==> src/rtl/store_commit_buffer_if.sv <==
// Bundles the retire-side push port, status flags, memory write handshake and
// the load-conflict probe of store_commit_buffer. master = retire/memory side, slave = buffer.
interface store_commit_buffer_if #(
  parameter int DEPTH  = 4,
  parameter int ADDR_W = 64,
  parameter int DATA_W = 64
);
  localparam int CW = $clog2(DEPTH + 1);

  logic              push;
  logic [ADDR_W-1:0] push_addr;
  logic [DATA_W-1:0] push_data;
  logic [3:0]        push_size;

  logic              full;
  logic              empty;
  logic [CW-1:0]     count;
  logic              overflow;

  logic              mem_req;
  logic [ADDR_W-1:0] mem_addr;
  logic [DATA_W-1:0] mem_wdata;
  logic [7:0]        mem_wmask;
  logic              mem_ack;

  logic [ADDR_W-1:0] ld_addr;
  logic              ld_conflict;

  modport master (
    output push, push_addr, push_data, push_size, mem_ack, ld_addr,
    input  full, empty, count, overflow,
    input  mem_req, mem_addr, mem_wdata, mem_wmask, ld_conflict
  );

  modport slave (
    input  push, push_addr, push_data, push_size, mem_ack, ld_addr,
    output full, empty, count, overflow,
    output mem_req, mem_addr, mem_wdata, mem_wmask, ld_conflict
  );
endinterface

==> src/rtl/store_commit_buffer.sv <==
// FIFO of retired stores drained to data memory over a req/ack handshake.
// Optional macro STORE_FWD_EN enables the combinational ld_conflict probe.
module store_commit_buffer #(
  parameter int DEPTH  = 4,
  parameter int ADDR_W = 64,
  parameter int DATA_W = 64
) (
  input  logic                  clk,
  input  logic                  reset,
  store_commit_buffer_if.slave  bus
);

  localparam int CW = $clog2(DEPTH + 1);
  localparam int PW = $clog2(DEPTH);
  localparam int AW = ADDR_W - 3;

  typedef enum logic [0:0] {IDLE, REQ} state_e;

  state_e            state_q, state_d;
  logic [PW-1:0]     head_q, head_d;
  logic [PW-1:0]     tail_q, tail_d;
  logic [CW-1:0]     count_q, count_d;
  logic [DEPTH-1:0]  valid_q, valid_d;
  logic              overflow_q, overflow_d;

  logic [AW-1:0]     addr_q  [DEPTH];
  logic [DATA_W-1:0] wdata_q [DEPTH];
  logic [7:0]        mask_q  [DEPTH];

  logic              size_ok;
  logic              push_valid;
  logic              push_ok;
  logic              push_drop;
  logic              pop;
  logic              full_w;
  logic [2:0]        push_off;
  logic [7:0]        base_mask;
  logic [7:0]        push_mask;
  logic [DATA_W-1:0] push_wdata;

  assign full_w     = (count_q == CW'(DEPTH));
  assign push_valid = bus.push && size_ok;
  assign push_ok    = push_valid && !full_w;
  assign push_drop  = push_valid && full_w;
  assign pop        = (state_q == REQ) && bus.mem_ack;
  assign push_off   = bus.push_addr[2:0];

  // Lane encoding: lanes shifted past byte 7 fall off the 8-bit mask.
  always_comb begin
    // NOTE: every always_comb output is given a default first, so no path leaves it unassigned and infers a latch.
    size_ok   = 1'b1;
    base_mask = 8'h00;
    case (bus.push_size)
      4'd1:    base_mask = 8'h01;
      4'd2:    base_mask = 8'h03;
      4'd4:    base_mask = 8'h0F;
      4'd8:    base_mask = 8'hFF;
      default: size_ok   = 1'b0;
    endcase
    push_mask  = base_mask << push_off;
    push_wdata = bus.push_data << {push_off, 3'b000};
  end

  always_comb begin
    head_d     = head_q;
    tail_d     = tail_q;
    count_d    = count_q;
    valid_d    = valid_q;
    overflow_d = overflow_q;
    state_d    = state_q;

    if (push_ok) begin
      tail_d          = tail_q + PW'(1);
      valid_d[tail_q] = 1'b1;
    end
    if (pop) begin
      head_d          = head_q + PW'(1);
      valid_d[head_q] = 1'b0;
    end
    if (push_drop) begin
      overflow_d = 1'b1;
    end

    case ({push_ok, pop})
      2'b10:   count_d = count_q + CW'(1);
      2'b01:   count_d = count_q - CW'(1);
      default: count_d = count_q;
    endcase

    case (state_q)
      IDLE: begin
        if (count_q != '0) state_d = REQ;
      end
      REQ: begin
        if (pop && (count_d == '0)) state_d = IDLE;
      end
      default: state_d = IDLE;
    endcase
  end

  always_ff @(posedge clk or posedge reset) begin
    if (reset) begin
      state_q    <= IDLE;
      head_q     <= '0;
      tail_q     <= '0;
      count_q    <= '0;
      valid_q    <= '0;
      overflow_q <= 1'b0;
    end else begin
      // NOTE: sequential state is updated with non-blocking assignments so every register samples pre-edge values.
      state_q    <= state_d;
      head_q     <= head_d;
      tail_q     <= tail_d;
      count_q    <= count_d;
      valid_q    <= valid_d;
      overflow_q <= overflow_d;
    end
  end

  // NOTE: entry payload has no reset; valid_q and the REQ state gate every read, so stale contents never escape.
  always_ff @(posedge clk) begin
    if (push_ok) begin
      addr_q[tail_q]  <= bus.push_addr[ADDR_W-1:3];
      wdata_q[tail_q] <= push_wdata;
      mask_q[tail_q]  <= push_mask;
    end
  end

  // Memory outputs follow the registered state, so reset clears them immediately.
  always_comb begin
    bus.mem_req   = 1'b0;
    bus.mem_addr  = '0;
    bus.mem_wdata = '0;
    bus.mem_wmask = '0;
    if (state_q == REQ) begin
      bus.mem_req   = 1'b1;
      bus.mem_addr  = {addr_q[head_q], 3'b000};
      bus.mem_wdata = wdata_q[head_q];
      bus.mem_wmask = mask_q[head_q];
    end
  end

  assign bus.full     = full_w;
  assign bus.empty    = (count_q == '0);
  assign bus.count    = count_q;
  assign bus.overflow = overflow_q;

`ifdef STORE_FWD_EN
  logic ld_hit;

  always_comb begin
    ld_hit = 1'b0;
    for (int i = 0; i < DEPTH; i++) begin
      if (valid_q[PW'(i)] && (addr_q[PW'(i)] == bus.ld_addr[ADDR_W-1:3]) && (mask_q[PW'(i)] != 8'h00))
        ld_hit = 1'b1;
    end
  end

  assign bus.ld_conflict = ld_hit;
`else
  logic unused_ld_addr;

  assign unused_ld_addr  = ^bus.ld_addr;
  assign bus.ld_conflict = 1'b0;
`endif

endmodule

==> src/flat_wrapper.sv <==
// flat-port wrapper written by rule: the top's interface ports become plain ports
module store_commit_buffer_flat 
#(
  parameter int DEPTH  = 4,
  parameter int ADDR_W = 64,
  parameter int DATA_W = 64
)
  (clk, reset, bus_push, bus_push_addr, bus_push_data, bus_push_size, bus_mem_ack, bus_ld_addr, bus_full, bus_empty, bus_count, bus_overflow, bus_mem_req, bus_mem_addr, bus_mem_wdata, bus_mem_wmask, bus_ld_conflict);
  store_commit_buffer_if #(.DEPTH(DEPTH), .ADDR_W(ADDR_W), .DATA_W(DATA_W)) bus_i ();
  input  logic clk;
  input  logic reset;
  input wire logic [$bits(bus_i.push)-1:0] bus_push;
  input wire logic [$bits(bus_i.push_addr)-1:0] bus_push_addr;
  input wire logic [$bits(bus_i.push_data)-1:0] bus_push_data;
  input wire logic [$bits(bus_i.push_size)-1:0] bus_push_size;
  input wire logic [$bits(bus_i.mem_ack)-1:0] bus_mem_ack;
  input wire logic [$bits(bus_i.ld_addr)-1:0] bus_ld_addr;
  output wire logic [$bits(bus_i.full)-1:0] bus_full;
  output wire logic [$bits(bus_i.empty)-1:0] bus_empty;
  output wire logic [$bits(bus_i.count)-1:0] bus_count;
  output wire logic [$bits(bus_i.overflow)-1:0] bus_overflow;
  output wire logic [$bits(bus_i.mem_req)-1:0] bus_mem_req;
  output wire logic [$bits(bus_i.mem_addr)-1:0] bus_mem_addr;
  output wire logic [$bits(bus_i.mem_wdata)-1:0] bus_mem_wdata;
  output wire logic [$bits(bus_i.mem_wmask)-1:0] bus_mem_wmask;
  output wire logic [$bits(bus_i.ld_conflict)-1:0] bus_ld_conflict;
  assign bus_i.push = bus_push;
  assign bus_i.push_addr = bus_push_addr;
  assign bus_i.push_data = bus_push_data;
  assign bus_i.push_size = bus_push_size;
  assign bus_i.mem_ack = bus_mem_ack;
  assign bus_i.ld_addr = bus_ld_addr;
  assign bus_full = bus_i.full;
  assign bus_empty = bus_i.empty;
  assign bus_count = bus_i.count;
  assign bus_overflow = bus_i.overflow;
  assign bus_mem_req = bus_i.mem_req;
  assign bus_mem_addr = bus_i.mem_addr;
  assign bus_mem_wdata = bus_i.mem_wdata;
  assign bus_mem_wmask = bus_i.mem_wmask;
  assign bus_ld_conflict = bus_i.ld_conflict;
  store_commit_buffer #(.DEPTH(DEPTH), .ADDR_W(ADDR_W), .DATA_W(DATA_W)) u_core (.clk(clk), .reset(reset), .bus(bus_i));
endmodule
==> config.mk <==
export PLATFORM = sky130hd
export DESIGN_NAME = store_commit_buffer_flat
export DESIGN_NICKNAME = d
export VERILOG_FILES = /design/src/rtl/store_commit_buffer_if.sv /design/src/rtl/store_commit_buffer.sv /design/src/flat_wrapper.sv
export SDC_FILE = /design/constraint.sdc
export NUM_CORES = 1
export LEC_CHECK = 0
export BUFFER_PORTS_ARGS = -buffer_cell sky130_fd_sc_hd__buf_2
export CORE_AREA = 5 5 245 247
export CTS_CLUSTER_SIZE = 28
export DETAILED_ROUTE_END_ITERATION = 10
export DIE_AREA = 0 0 250 252
export GPL_TIMING_DRIVEN = 0
export MAX_ROUTING_LAYER = met4
export PLACE_DENSITY = 0.63
export SLEW_MARGIN = 30
export SYNTH_ARGS = -nofsm -noshare
export SYNTH_HDL_FRONTEND = slang
export SYNTH_SLANG_ARGS = --single-unit
==> constraint.sdc <==
create_clock -name clk -period 9.6 [get_ports clk]
set_input_delay 1.44 -clock clk [delete_from_list [all_inputs] [get_ports clk]]
set_output_delay 1.44 -clock clk [all_outputs]
set_load 0.05 [all_outputs]
==> qor.yml <==
worst_setup_path:
  worstPathArrival_ns: 3.04
  rr_worst_depth: 7
  slowest_delay_ns: 0.60
  crit_buf_inv: 4
  reg2reg_slack_ns: 6.65
  crit_top_cell: "clkbuf_1"
  r2r-start: "u_core.bus.count[2]"
  cp.required_ns: 8.16
  critPathCaptureType: "output pin"
  path_cells: "clkbuf_1, clkbuf_2, clkbuf_1, and2_1, buf_2"
  path_class: "flip-flop to output pin"
  crit_fanout: 10
  worst_path_max_delay_cell: "clkbuf_2"
  crit_family: "buffers and inverters"
  startpoint_type: "flip-flop"
  r2r_end: "u_core.wdata_q[3][20]"
clocking:
  cts_sinks: 541
  cts_hold_buffers: 0
  cts_resized: 0
  cts_tree: "built"
  clk_latency_ns: 0.59
  cts_buffers: 56
  clockRootBuffer: "clkbuf_16"
  cts_buffer_depth: 3
  post_cts_buffers: 0
  h-tree-depth: 2
  path_clk_slew_ns: 0.06
floorplanning:
  die_y_um: 252
  io_pins: 344
  core_mm2: 0.0574
  rows: 88
  start_util_pct: 39.7
  die_area_mm2: 0.0630
  die_w_um: 250
logic_synthesis:
  synth.ff_latch_count: 541
  synthMuxAreaShare_pct: 17.2
  synth_xor_area_share_pct: 0.307
  async_flop_share_pct: 1.66
  synth_top_family_by_area: "multiplexers"
  synth_seq_area_share_pct: 71.1
  synthAdderAreaFrac_pct: 0.362
  syn_inst: 1218
  yosysUniqueCellTypes: 56
  netlist_area_mm2: 0.0228
  post_synth_and_or_nand_nor_area_fraction_pct: 6.02
  avgSynthCellArea_um2: 18.7
  synthFlopType: "edfxtp_1"
  synth_edf_count: 532
  synth_compound_area_share_pct: 2.90
  ys_warn_count: 0
min_path:
  hp-class: "flip-flop to flip-flop"
  min_to: "u_core.bus.overflow"
  min_from: "u_core.bus.overflow"
  whs_path_depth: 1
placement:
  dp_hpwl_um: 40500
  gp_congestion: 0.931
  port_buffers: 272
  placed_cells: 2270
drt:
  drt_iter0_markers: 1149
  num_vias: 12700
  wl_per_cell_um: 24.6
  detail-route-antenna-nets: 0
  drtPass1Iterations: 5
  viasPerCell: 5.34
  drcViolationCount: 0
  drt_wl_total_um: 58500
grt:
  grt_use_total_pct: 18.9
  grt_start_max_net_pins: 39
  antenna_found_initial: 7
  first_global_vias: 13300
  grt-ovfl-total: 0
  grt_pass1_wl_um: 87300
sta:
  hold_violations: 0
  final.setup_skew_ns: 0.0156
  fin_tns_setup_ns: 0
  period_share_pct: 46.7
  worst_pin_slew_ns: 0.696
  max_slew_margin_pct: 52.3
  whs_ns: 0.473
  grt_setup_unrepaired: "no"
  setup_viol: 0
  drv_slew: 0
  min_period_ns: 4.48
  timing.fmax_ghz: 0.223
power:
  ir_worst_vdd_mv: 0.260
  powerDensity_mw_per_mm2: 318
  power.leakage_nw: 9.49
  p_total_w: 0.00868
layout:
  drive_gt1_share_pct: 35.8
  fillers: 4967
  final_cell_mix: "edfxtp_1 (532), buf_2 (308), and2_1 (144), mux4_2 (139), clkbuf_16 (58)"
  layout.cells.non_filler: 2382
  nets: 1769
  final_common_cell: "edfxtp_1"
  syn_to_final_growth_pct: 19.8
job:
  drv_cap: 0
status:
  status: "finished clean"
[worst max-delay path by stage]
stage | cells after the start | startpoint | slack (ns) | end
2_1_floorplan | 4 | bus_push_size[3] | 3.86 | u_core.addr_q[0][0]
3_3_place_gp | 5 | bus_push_size[2] | 0.94 | u_core.wdata_q[3][22]
3_5_place_dp | 8 | bus_push_size[2] | 5.39 | u_core.wdata_q[3][22]
4_1_cts | 5 | u_core.state_q | 4.96 | bus_mem_wmask[2]
5_1_grt | 5 | u_core.state_q | 4.91 | bus_mem_wmask[2]
6_report | 5 | u_core.state_q | 5.12 | bus_mem_wdata[21]
[sequential cells by signal, indices dropped and copies added (netlist names)]
signal and count:
u_core.mask_q 32, u_core.addr_q 244, u_core.tail_q 2, u_core.head_q 2, u_core.state_q 1, u_core.wdata_q 256
u_core.bus.overflow 1, u_core.bus.count 3
[routing by layer]
| layer | global-route usage, % | share of wire, % | up-vias |
|---|---|---|---|
| met5 | - | 0 | - |
| met3 | 4.21 | 8.4 | 82 |
| met4 | 4.27 | 2.1 | 0 |
| li1 | - | - | 5549 |
| met2 | 29.1 | 47 | 537 |
| met1 | 26.2 | 43 | 6541 |
[per-stage QoR]
step / setup WS, ns / util, % / cell area [µm²]
global route: 4.91 / 47.6 / 27300
CTS: 4.96 / 47.6 / 27300
detailed placement: 5.39 / 44.4 / 25500
global placement: 0.944 / 43.8 / 25100
floorplan: 3.86 / - / 22800
finish: 5.12 / 47.6 / 27300
[cell usage after synthesis, drive strengths merged, types with 3 or more instances]
cell type / instances / area (µm²)
edfxtp: 532 / 16000
and2: 148 / 926
mux4: 139 / 3130
mux2i: 57 / 571
buf: 52 / 319
nor2: 49 / 184
nand2: 33 / 124
clkbuf: 31 / 116
a21oi: 30 / 161
o21ai: 25 / 125
mux2: 20 / 229
inv: 11 / 41.3
dfrtp: 9 / 225
o211ai: 7 / 52.6
a22oi: 6 / 45.0
nor2b: 6 / 37.5
o22a: 6 / 52.6
o2bb2ai: 6 / 52.6
xnor2: 6 / 52.6
ha: 5 / 62.6
o22ai: 5 / 31.3
nand2b: 4 / 25.0
a31oi: 3 / 18.8
[kinds of logic after synthesis]
logic type,Yosys count
muxes,216
and+or+nand+nor,250
xor gates and xnor gates,8
buffers and inverters,94
other,1
AOI/OAI and AO/OA,102
DFF,541
adders and majority gates,6
[where the power goes]
group / internal, W / leakage [nW] / switching [W]
registers: 0.00275 / 4.94 / 0.0000393
clock network: 0.00127 / 0.880 / 0.000885
logic: 0.00114 / 3.67 / 0.00260
[area by class of cell]
class                           count  area, µm²  area share [%]
Sequential cell                   541      16200            59.3
Multi-Input combinational cell    586       6140            22.5
Timing Repair Buffer              284       1680            6.14
Clock buffer                       68       1490            5.45
Tap cell                          765        957            3.50
Buffer                             83        437            1.60
Clock inverter                     37        355            1.30
Inverter                           11       41.3           0.151
Antenna cell                        7       17.5          0.0641
[worst reg2reg max path: cells and delay by family (launching register included)]
kind                   cells  cell delay (ns)
and+or+nand+nor            3             0.98
AOI/OAI and AO/OA          1             0.30
buffers and inverters      3             0.85
DFF                        1             0.44
Note: power is estimated with default switching activity, not from simulation.
